<file path="src/rtl/sid_pkg.sv">
// rtl/sid_pkg.sv - shared parameters and FSM state type for the SID write scheduler
package sid_pkg;

   localparam int SID_NUM_REGS   = 25;
   localparam int SID_ADDR_BITS  = 5;
   localparam int SID_RST_CYCLES = 10;

   typedef enum logic [1:0] {
      ST_RESET  = 2'd0,
      ST_IDLE   = 2'd1,
      ST_ALIGN  = 2'd2,
      ST_STROBE = 2'd3
   } sid_state_e;

endpackage

</file>
<file path="src/rtl/sid_prio_enc.sv">
// rtl/sid_prio_enc.sv - lowest-set-bit encoder over the pending register set
module sid_prio_enc
   import sid_pkg::*;
#(
   parameter int NUM_REGS  = SID_NUM_REGS,
   parameter int ADDR_BITS = SID_ADDR_BITS
) (
   input  logic [NUM_REGS-1:0]  pending_i,
   output logic [ADDR_BITS-1:0] idx_o,
   output logic                 valid_o
);

   // Scan from the top down so the lowest set index is the last one written.
   always_comb begin
      idx_o   = '0;
      valid_o = |pending_i;
      for (int i = NUM_REGS - 1; i >= 0; i--) begin
         if (pending_i[i]) begin
            idx_o = ADDR_BITS'(i);
         end
      end
   end

endmodule

</file>
<file path="src/rtl/sid_write_sched.sv">
// rtl/sid_write_sched.sv - streams changed SID registers to the chip, one write per phi2 period
module sid_write_sched
   import sid_pkg::*;
#(
   parameter int NUM_REGS   = SID_NUM_REGS,
   parameter int ADDR_BITS  = SID_ADDR_BITS,
   parameter int RST_CYCLES = SID_RST_CYCLES
) (
   input  logic                 clk,
   input  logic                 rst_n,
   input  logic                 sid_clk,
   input  logic                 wr_en,
   input  logic [ADDR_BITS-1:0] wr_addr,
   input  logic                 commit,
   input  logic                 sid_reset_req,
   output logic [ADDR_BITS-1:0] rd_addr,
   output logic                 bus_oe,
   output logic                 sid_cs_n,
   output logic                 sid_rw,
   output logic                 sid_rst_n,
   output logic                 busy,
   output logic                 overrun
);

   localparam int CNT_W = $clog2(RST_CYCLES + 1);
   localparam logic [NUM_REGS-1:0] ONE_HOT0 = NUM_REGS'(1);

   sid_state_e           state_q, state_d;
   logic                 sid_clk_q;
   logic [CNT_W-1:0]     cnt_q, cnt_d;
   logic [NUM_REGS-1:0]  dirty_q, dirty_d;
   logic [NUM_REGS-1:0]  pending_q, pending_d;
   logic [ADDR_BITS-1:0] rd_addr_q, rd_addr_d;
   logic                 cs_n_q, cs_n_d;
   logic                 rw_q, rw_d;
   logic                 srst_n_q, srst_n_d;
   logic                 oe_q, oe_d;
   logic                 busy_q, busy_d;
   logic                 overrun_q, overrun_d;

   logic                 phi2_rise;
   logic                 phi2_fall;
   logic [NUM_REGS-1:0]  wr_mask;
   logic [NUM_REGS-1:0]  clr_mask;
   logic [ADDR_BITS-1:0] enc_idx;
   logic                 enc_valid;

   assign phi2_rise = sid_clk & ~sid_clk_q;
   assign phi2_fall = ~sid_clk & sid_clk_q;

   sid_prio_enc #(
      .NUM_REGS  (NUM_REGS),
      .ADDR_BITS (ADDR_BITS)
   ) u_prio_enc (
      .pending_i (pending_q),
      .idx_o     (enc_idx),
      .valid_o   (enc_valid)
   );

   // Decode the SPI write strobe into a one-hot mark; out-of-range addresses are dropped.
   always_comb begin
      wr_mask = '0;
      if (wr_en && (32'(wr_addr) < NUM_REGS)) begin
         wr_mask = ONE_HOT0 << wr_addr;
      end
   end

   // Sequencer: reset timing, register selection and chip-select strobing, plus set bookkeeping.
   always_comb begin
      state_d   = state_q;
      cnt_d     = cnt_q;
      rd_addr_d = rd_addr_q;
      cs_n_d    = cs_n_q;
      rw_d      = rw_q;
      srst_n_d  = srst_n_q;
      oe_d      = oe_q;
      clr_mask  = '0;

      case (state_q)
         ST_RESET: begin
            cs_n_d   = 1'b1;
            rw_d     = 1'b1;
            oe_d     = 1'b0;
            srst_n_d = 1'b0;
            if (phi2_fall) begin
               if (cnt_q == CNT_W'(RST_CYCLES - 1)) begin
                  cnt_d    = '0;
                  srst_n_d = 1'b1;
                  state_d  = ST_IDLE;
               end else begin
                  cnt_d = cnt_q + 1'b1;
               end
            end
         end
         ST_IDLE: begin
            // Bus stays driven for one clk after cs_n rises so data hold is met.
            cs_n_d = 1'b1;
            rw_d   = 1'b1;
            oe_d   = 1'b0;
            if (enc_valid) begin
               rd_addr_d = enc_idx;
               oe_d      = 1'b1;
               rw_d      = 1'b0;
               state_d   = ST_ALIGN;
            end
         end
         ST_ALIGN: begin
            if (phi2_rise) begin
               cs_n_d  = 1'b0;
               state_d = ST_STROBE;
            end
         end
         ST_STROBE: begin
            if (phi2_fall) begin
               cs_n_d   = 1'b1;
               rw_d     = 1'b1;
               clr_mask = ONE_HOT0 << rd_addr_q;
               state_d  = ST_IDLE;
            end
         end
         default: begin
            state_d = ST_RESET;
         end
      endcase

      // A commit moves the finished frame into the pending set; writes in the same clk
      // belong to the next frame. Clearing the strobed bit first lets a re-commit re-arm it.
      dirty_d   = (commit ? '0 : dirty_q) | wr_mask;
      pending_d = (pending_q & ~clr_mask) | (commit ? dirty_q : '0);
      overrun_d = commit && (pending_q != '0);

      if (sid_reset_req) begin
         state_d   = ST_RESET;
         cnt_d     = '0;
         cs_n_d    = 1'b1;
         rw_d      = 1'b1;
         oe_d      = 1'b0;
         srst_n_d  = 1'b0;
         dirty_d   = '0;
         pending_d = '0;
         overrun_d = 1'b0;
      end

      busy_d = (state_d == ST_RESET) || (pending_d != '0);
   end

   // State and registered outputs; rst_n forces the safe bus state immediately.
   always_ff @(posedge clk or negedge rst_n) begin
      if (!rst_n) begin
         state_q   <= ST_RESET;
         sid_clk_q <= 1'b0;
         cnt_q     <= '0;
         dirty_q   <= '0;
         pending_q <= '0;
         rd_addr_q <= '0;
         cs_n_q    <= 1'b1;
         rw_q      <= 1'b1;
         srst_n_q  <= 1'b0;
         oe_q      <= 1'b0;
         busy_q    <= 1'b1;
         overrun_q <= 1'b0;
      end else begin
         state_q   <= state_d;
         sid_clk_q <= sid_clk;
         cnt_q     <= cnt_d;
         dirty_q   <= dirty_d;
         pending_q <= pending_d;
         rd_addr_q <= rd_addr_d;
         cs_n_q    <= cs_n_d;
         rw_q      <= rw_d;
         srst_n_q  <= srst_n_d;
         oe_q      <= oe_d;
         busy_q    <= busy_d;
         overrun_q <= overrun_d;
      end
   end

   assign rd_addr   = rd_addr_q;
   assign bus_oe    = oe_q;
   assign sid_cs_n  = cs_n_q;
   assign sid_rw    = rw_q;
   assign sid_rst_n = srst_n_q;
   assign busy      = busy_q;
   assign overrun   = overrun_q;

endmodule

</file>
<file path="config.mk">
export PLATFORM = sky130hd
export DESIGN_NAME = sid_write_sched
export DESIGN_NICKNAME = d
export VERILOG_FILES = /design/src/rtl/sid_pkg.sv /design/src/rtl/sid_prio_enc.sv /design/src/rtl/sid_write_sched.sv
export SDC_FILE = /design/constraint.sdc
export NUM_CORES = 1
export LEC_CHECK = 0
export ABC_AREA = 1
export CORE_AREA = 2 2 88 123
export CTS_CLUSTER_DIAMETER = 60
export CTS_CLUSTER_SIZE = 24
export DETAILED_ROUTE_END_ITERATION = 6
export DIE_AREA = 0 0 90 125
export MAX_ROUTING_LAYER = met4
export SLEW_MARGIN = 20
export SYNTH_ARGS = -nofsm -noshare
export SYNTH_HDL_FRONTEND = slang
export SYNTH_HIERARCHICAL = 1
export SYNTH_SLANG_ARGS = --single-unit
</file>
<file path="constraint.sdc">
create_clock -name clk -period 2.2 [get_ports clk]
set_clock_uncertainty 0.2 [all_clocks]
set_input_delay 0.44 -clock clk [delete_from_list [all_inputs] [get_ports clk]]
set_output_delay 0.44 -clock clk [all_outputs]
set_load 0.02 [all_outputs]
</file>
# After elaboration in Yosys (flattened, before gate mapping)
# Index checks and enable logic that the tools add are counted.
[totals] regBits=68 input_bits=11 output_inout_bits=11 wordCells=105
[classes] addsub=1 magnitude_cmp=1 eq_ne=6 shifts=2 n_mux=58 bitwise=8 n_reduce_logical=17
[ops] operator="25-bit 2-to-1 mux" count=7
[ops] operator="5-bit 2-to-1 mux" count=25
[ops] operator="25-bit bitwise OR" count=2
[ops] operator="25-bit nonzero test" count=2
[ops] operator="1-bit by 5-bit left shift with 25-bit output (first input constant)" count=2
[ops] operator="25-bit AND" count=1
[ops] operator="25-bit NOT" count=1
[ops] operator="25-bit OR reduction" count=1
[ops] operator="4-bit 2-to-1 mux" count=4
[ops] operator="1-bit 2-to-1 mux" count=12
[ops] operator="2-bit 2-to-1 mux" count=6
[ops] operator="2-bit one-hot mux with 4 select lines" count=1
[ops] operator="2-bit AND reduction" count=4
[ops] operator="3-bit inequality test (second input constant)" count=2
[ops] operator="1-bit one-hot mux with 3 select lines" count=2
[ops] operator="5-bit less-than comparator (second input constant)" count=1
[ops] operator="4-bit by 1-bit adder with 4-bit output (second input constant)" count=1
[ops] operator="2-bit equality test (second input constant)" count=2
[ops] operator="4-bit equality test (second input constant)" count=1
[ops] operator="2-bit zero test" count=2
[ops] operator="2-bit nonzero test" count=2
[ops] operator="4-bit nonzero test" count=1
[ops] operator="3-bit nonzero test" count=1
[ops] operator="1-bit AND" count=2
[ops] operator="other kinds (6)" count=8

# Depth between registers and ports, before layout
[logic_depth] word_depth=25 depth_mapped=25 depth_no_buf=25

# Cells and area by module
# The synthesis kept the hierarchy.
[by_module_without_submodules] mod="sid_write_sched" instances=1 cells_each=485 area_per_inst_um2=3608.5 seq_area_each_um2=1705.4
[by_module_without_submodules] mod="sid_prio_enc" instances=1 cells_each=80 area_per_inst_um2=360.3 seq_area_each_um2=0.0

# Worst setup path before layout
# Ideal clock, no wire load.
[synth_timing] path_kind="reg-to-reg" from="register pending_q[19]" to="register busy_q (netlist: busy)" setup_ns=0.077 t_arrival_ns=1.723 t_required_ns=1.923 path_slack_ns=0.200 path_stages_with_launch=13 n_path_buf=0 synth_period_minus_slack_ns=2.000 path_cell_list="dfrtp_1 nor4_1 inv_1 nor3_1 nand3_1 o21ai_0 nand2_1 nand3_1 nand3_1 nand2_1 nand3_1 nor2_1 nand2_1"
[synth_via] elab_chain_len=6 word_cells_on_any_way=10 classes_between="4 x mux; 2 x bitwise; 4 x reduce/logical"
[synth_rtl] element="start: declaration" line="sid_write_sched.sv:32" source="logic [NUM_REGS-1:0] pending_q, pending_d;"
[synth_rtl] element="start signal: assignment" line="sid_write_sched.sv:167" source="pending_q <= pending_d;"
[synth_rtl] element="25-bit OR reduction" line="sid_prio_enc.sv:16" source="valid_o = |pending_i;"
[synth_rtl] element="via enc_valid" line="sid_write_sched.sv:46" source="logic enc_valid;"
[synth_rtl] element="2-bit 2-to-1 mux" line="sid_write_sched.sv:100" source="if (enc_valid) begin"
[synth_rtl] element="2-bit one-hot mux with 4 select lines" line="sid_write_sched.sv:79" source="case (state_q)"
[synth_rtl] element="2-bit 2-to-1 mux" line="sid_write_sched.sv:132" source="if (sid_reset_req) begin"
[synth_rtl] element="2-bit zero test" line="sid_write_sched.sv:144" source="busy_d = (state_d == ST_RESET) || (pending_d != '0);"
[synth_rtl] element="1-bit logical OR" line="sid_write_sched.sv:144"
[synth_rtl] element="via busy_d" line="sid_write_sched.sv:38" source="logic busy_q, busy_d;"
[synth_rtl] element="end signal: assignment" line="sid_write_sched.sv:173" source="busy_q <= busy_d;"
[synth_rtl] element="end: declaration" line="sid_write_sched.sv:38"
# The timed path passes the listed nets, and every way through them passes these cells.
# A chain may end at the register's enable or synchronous reset.

# Worst setup path in the final report
[layout_timing] from="register busy_q (netlist: busy)" to="output busy"
[layout_lines] element="end: declaration" line="sid_write_sched.sv:21" source="output logic busy,"
# No word-level cell between the ends.

==> key figures <==
GRT
  – Most used routing layer in global routing: met2
  – GRT overflow: 0
  – Met2 usage: 0.344
  – GRT Resource Usage Total: 0.201
  – First-pass GRT wire length: 17.6 mm
  – GR Util met1: 0.229
  – Via count of the first global-routing pass: 3724
  – Met3 Track Usage GR: 0.0331
  – Maximum number of pins on one net before global-route repair: 38
  – Initial antenna violation count: 0

Placed design
  – Post-detailed-placement half-perimeter wirelength: 8.29 mm
  – Placer congestion estimate: 0.904
  – Cells after DPL: 767
  – Number of buffer cells added on primary ports: 21

Yosys
  – Fraction of post-synthesis cell area in the top cell type by area: 0.410
  – Post-synth top area cell: sky130_fd_sc_hd__dfrtp_1
  – Count of flip-flops with a built-in enable after synthesis: 0
  – Synth Instances: 565
  – Mean area per synthesized cell: 7.02 sq um
  – Most area-consuming cells after synthesis: sky130_fd_sc_hd__dfrtp_1, sky130_fd_sc_hd__nand2_1, sky130_fd_sc_hd__inv_1
  – Yosys warning count: 6
  – Sequential cell area fraction in the yosys report: 0.430
  – Primary FF master, synth: sky130_fd_sc_hd__dfrtp_1
  – Number of distinct library cells after synthesis: 34
  – Most instantiated library cell after synthesis: sky130_fd_sc_hd__nand2_1
  – Number of nets produced by synthesis: 583
  – Synthesized cell area: 3970 sq um
  – Asr flop ratio synth: 1.00
  – Leading post-synthesis cells by instance count: sky130_fd_sc_hd__nand2_1, sky130_fd_sc_hd__inv_1, sky130_fd_sc_hd__nor2_1
  – Count of state elements after synthesis: 68

STA
  – Final setup viols: 0
  – Transition time at the pin with the least slew margin: 0.501 ns
  – Max frequency: 0.469 GHz
  – Relative slew slack: 0.663
  – Period utilisation layout: 0.969
  – Unrepaired setup endpoints after global routing: yes
  – Final Max Tran Viols: 0
  – Final min period: 2.13 ns
  – Hold violation total from the final report: 0

Power
  – Cell Pwr Density: 752 nW/um^2
  – Maximum VDD drop: 0.000385 V
  – Leakage power: 0.00259 uW

Clocking
  – TritonCTS clock tree: built
  – Clock Sinks: 68
  – CTS Root Buffer Type: sky130_fd_sc_hd__clkbuf_16
  – Largest buffer count on any clock path: 2
  – Number of buffers created by CTS: 9
  – Number of levels the H-tree was split into: 3
  – Insertion delay to the later sink of the worst-skew pair: 0.33 ns
  – Clock-pin slew on the worst setup and hold paths: 0.06 ns

Critical path
  – Critical Path Fanout Max: 1
  – Critical path arrival: 1.49 ns
  – Capture instance of the worst register-to-register path: busy
  – Critical path required time: 1.56 ns
  – Critical path startpoint category: register
  – Family of cells with the greatest summed delay on the critical path: buffers and inverters
  – Critical Path Slowest Stage Cell: sky130_fd_sc_hd__clkdlybuf4s50_1
  – Combined buffer and inverter count along the critical path: 1
  – Sequence of cells on the critical path: clkdlybuf4s50_1
  – Worst r2r path cells: 11
  – Critical path capture point type: primary output
  – R2r startpoint: state_q[0]
  – R2R Setup Slk: 0.12 ns
  – Path type of the worst setup path: register to primary output
  – Crit-path max cell delay: 0.62 ns

Die
  – Die Y: 125 microns
  – Row count: 44
  – Overall die area: 11300 sq um
  – Initial core utilization: 0.388
  – Die width: 90 microns
  – Core region area: 10200 sq um
  – Count of boundary I/O pins: 22

Finish
  – ANT cells: 0
  – Area growth, synth to finish: 27.5%
  – Layout Nets: 660
  – Share of post-route cells with drive strength above 1: 0.153
  – Final standard cell utilization of the core: 0.494
  – Non-filler instance count after layout: 785

Hold path
  – Worst min-delay path category: register to register
  – Worst hold path startpoint: sid_cs_n
  – Worst Hold End: sid_cs_n
  – Worst Hold Depth: 2

Status
  – Status: finished, final reports clean

Drt
  – First drt pass iteration count: 4
  – Routed via count: 3800
  – ANT nets after route: 0
  – # DRC: 0
  – Final routed wire length divided by cell count: 13.3 microns
  – DR iter-0 viols: 293
  – Vias per Instance: 4.84
  – Routed Wire Length: 10.4 mm

Run
  – Max Cap Violations: 0
-- stage by stage --
| step | hold WS (ns) | setup TNS (ns) | power (uW) | setup WS [ns] | cell area (sq um) |
|---|---|---|---|---|---|
| finish | 0.261 | 0 | 3810 | 0.0675 | 5060 |
| global route | 0.280 | -0.193 | 4040 | -0.134 | 5060 |
| CTS | 0.265 | 0 | 3820 | 0.0138 | 5020 |
| detailed placement | 0.256 | -0.182 | 2400 | -0.182 | 4720 |
| global placement | 0.249 | -0.193 | 2380 | -0.193 | 4720 |
| floorplan | -0.0556 | 0 | 2020 | 0.200 | 3970 |
-- worst max path at each step --
stage          cells after the start         end           from
2_1_floorplan                     12        busy  pending_q[19]
3_3_place_gp                      12        busy        sid_clk
3_5_place_dp                      12        busy        sid_clk
4_1_cts                            1  rd_addr[3]     rd_addr[3]
5_1_grt                           25  rd_addr[0]  pending_q[22]
6_report                           1        busy           busy
-- final cells by class --
type	count	area, sq um
flip-flops and latches	68	1710
well taps	138	173
fillers	1044	5180
clock buffers	14	254
multi-input cells	373	1770
inverters	109	437
clock inverters	2	35.0
repair buffers	81	683
-- cell usage in the layout (no fill, tap or decap), types with 2 or more instances in the layout --
cell type	count
sky130_fd_sc_hd__o21ai_1	2
sky130_fd_sc_hd__o21ai_0	11
sky130_fd_sc_hd__nor2_1	97
sky130_fd_sc_hd__a21oi_2	3
sky130_fd_sc_hd__clkdlybuf4s50_1	20
sky130_fd_sc_hd__a32oi_1	2
sky130_fd_sc_hd__clkinv_1	3
sky130_fd_sc_hd__dfstp_2	3
sky130_fd_sc_hd__buf_12	2
sky130_fd_sc_hd__nor2_2	2
sky130_fd_sc_hd__nand4_1	5
sky130_fd_sc_hd__a21oi_1	35
sky130_fd_sc_hd__nand2_2	2
sky130_fd_sc_hd__bufinv_8	2
sky130_fd_sc_hd__nand3_1	33
sky130_fd_sc_hd__inv_2	5
sky130_fd_sc_hd__nand2_1	129
sky130_fd_sc_hd__dfrtp_2	3
sky130_fd_sc_hd__ha_1	6
sky130_fd_sc_hd__nor3_1	11
sky130_fd_sc_hd__dfrtp_1	62
sky130_fd_sc_hd__a22oi_1	8
sky130_fd_sc_hd__a41oi_1	2
sky130_fd_sc_hd__nor4_1	12
sky130_fd_sc_hd__clkbuf_16	9
sky130_fd_sc_hd__inv_1	99
sky130_fd_sc_hd__buf_4	57
sky130_fd_sc_hd__clkbuf_1	4
sky130_fd_sc_hd__and3_1	2
-- kinds of logic (layout without fill, tap and decap cells) --
| kind of cell | Yosys count | after routing | synth area share |
|---|---|---|---|
| buffers and inverters | 124 | 206 | 0.132 |
| AND/OR/NAND/NOR | 298 | 298 | 0.314 |
| flip-flops | 68 | 68 | 0.430 |
| adder cells (fa/ha/maj) | 7 | 7 | 0.0221 |
| AO/OA/AOI/OAI | 68 | 68 | 0.102 |
-- layer usage --
layer  vias to the layer above  wire [microns]
li1                       1919               -
met1                      1767            4320
met2                        93            5360
met3                        21             392
met4                         0             376
met5                         -               0
-- flip-flops by register name, summed over array words and instances, names as in the netlist, 2 cells and up --
name and count:
pending_q 25, rd_addr 5, dirty_q 25, state_q 2, cnt_q 4
-- timing repair --
action | in CTS | in global routing
resized for setup | 2 | 10
endpoints found under the hold margin | 65 | 0
hold buffers | 1 | 0
setup endpoints to repair | 2 | 8
buffers inserted | 0 | 1
-- report_power, final --
group,total (uW),internal [uW],switching [uW]
registers,1480,1360,125
logic,914,352,562
clock network,1410,908,503
-- worst register-to-register path, delay by kind of cell (launching register included) --
kind | cells | cell delay, ns
AND/OR/NAND/NOR | 8 | 0.77
flip-flops | 1 | 0.45
buffers and inverters | 1 | 0.14
AO/OA/AOI/OAI | 1 | 0.18
adder cells (fa/ha/maj) | 1 | 0.28
(Power assumes the default switching activity.)
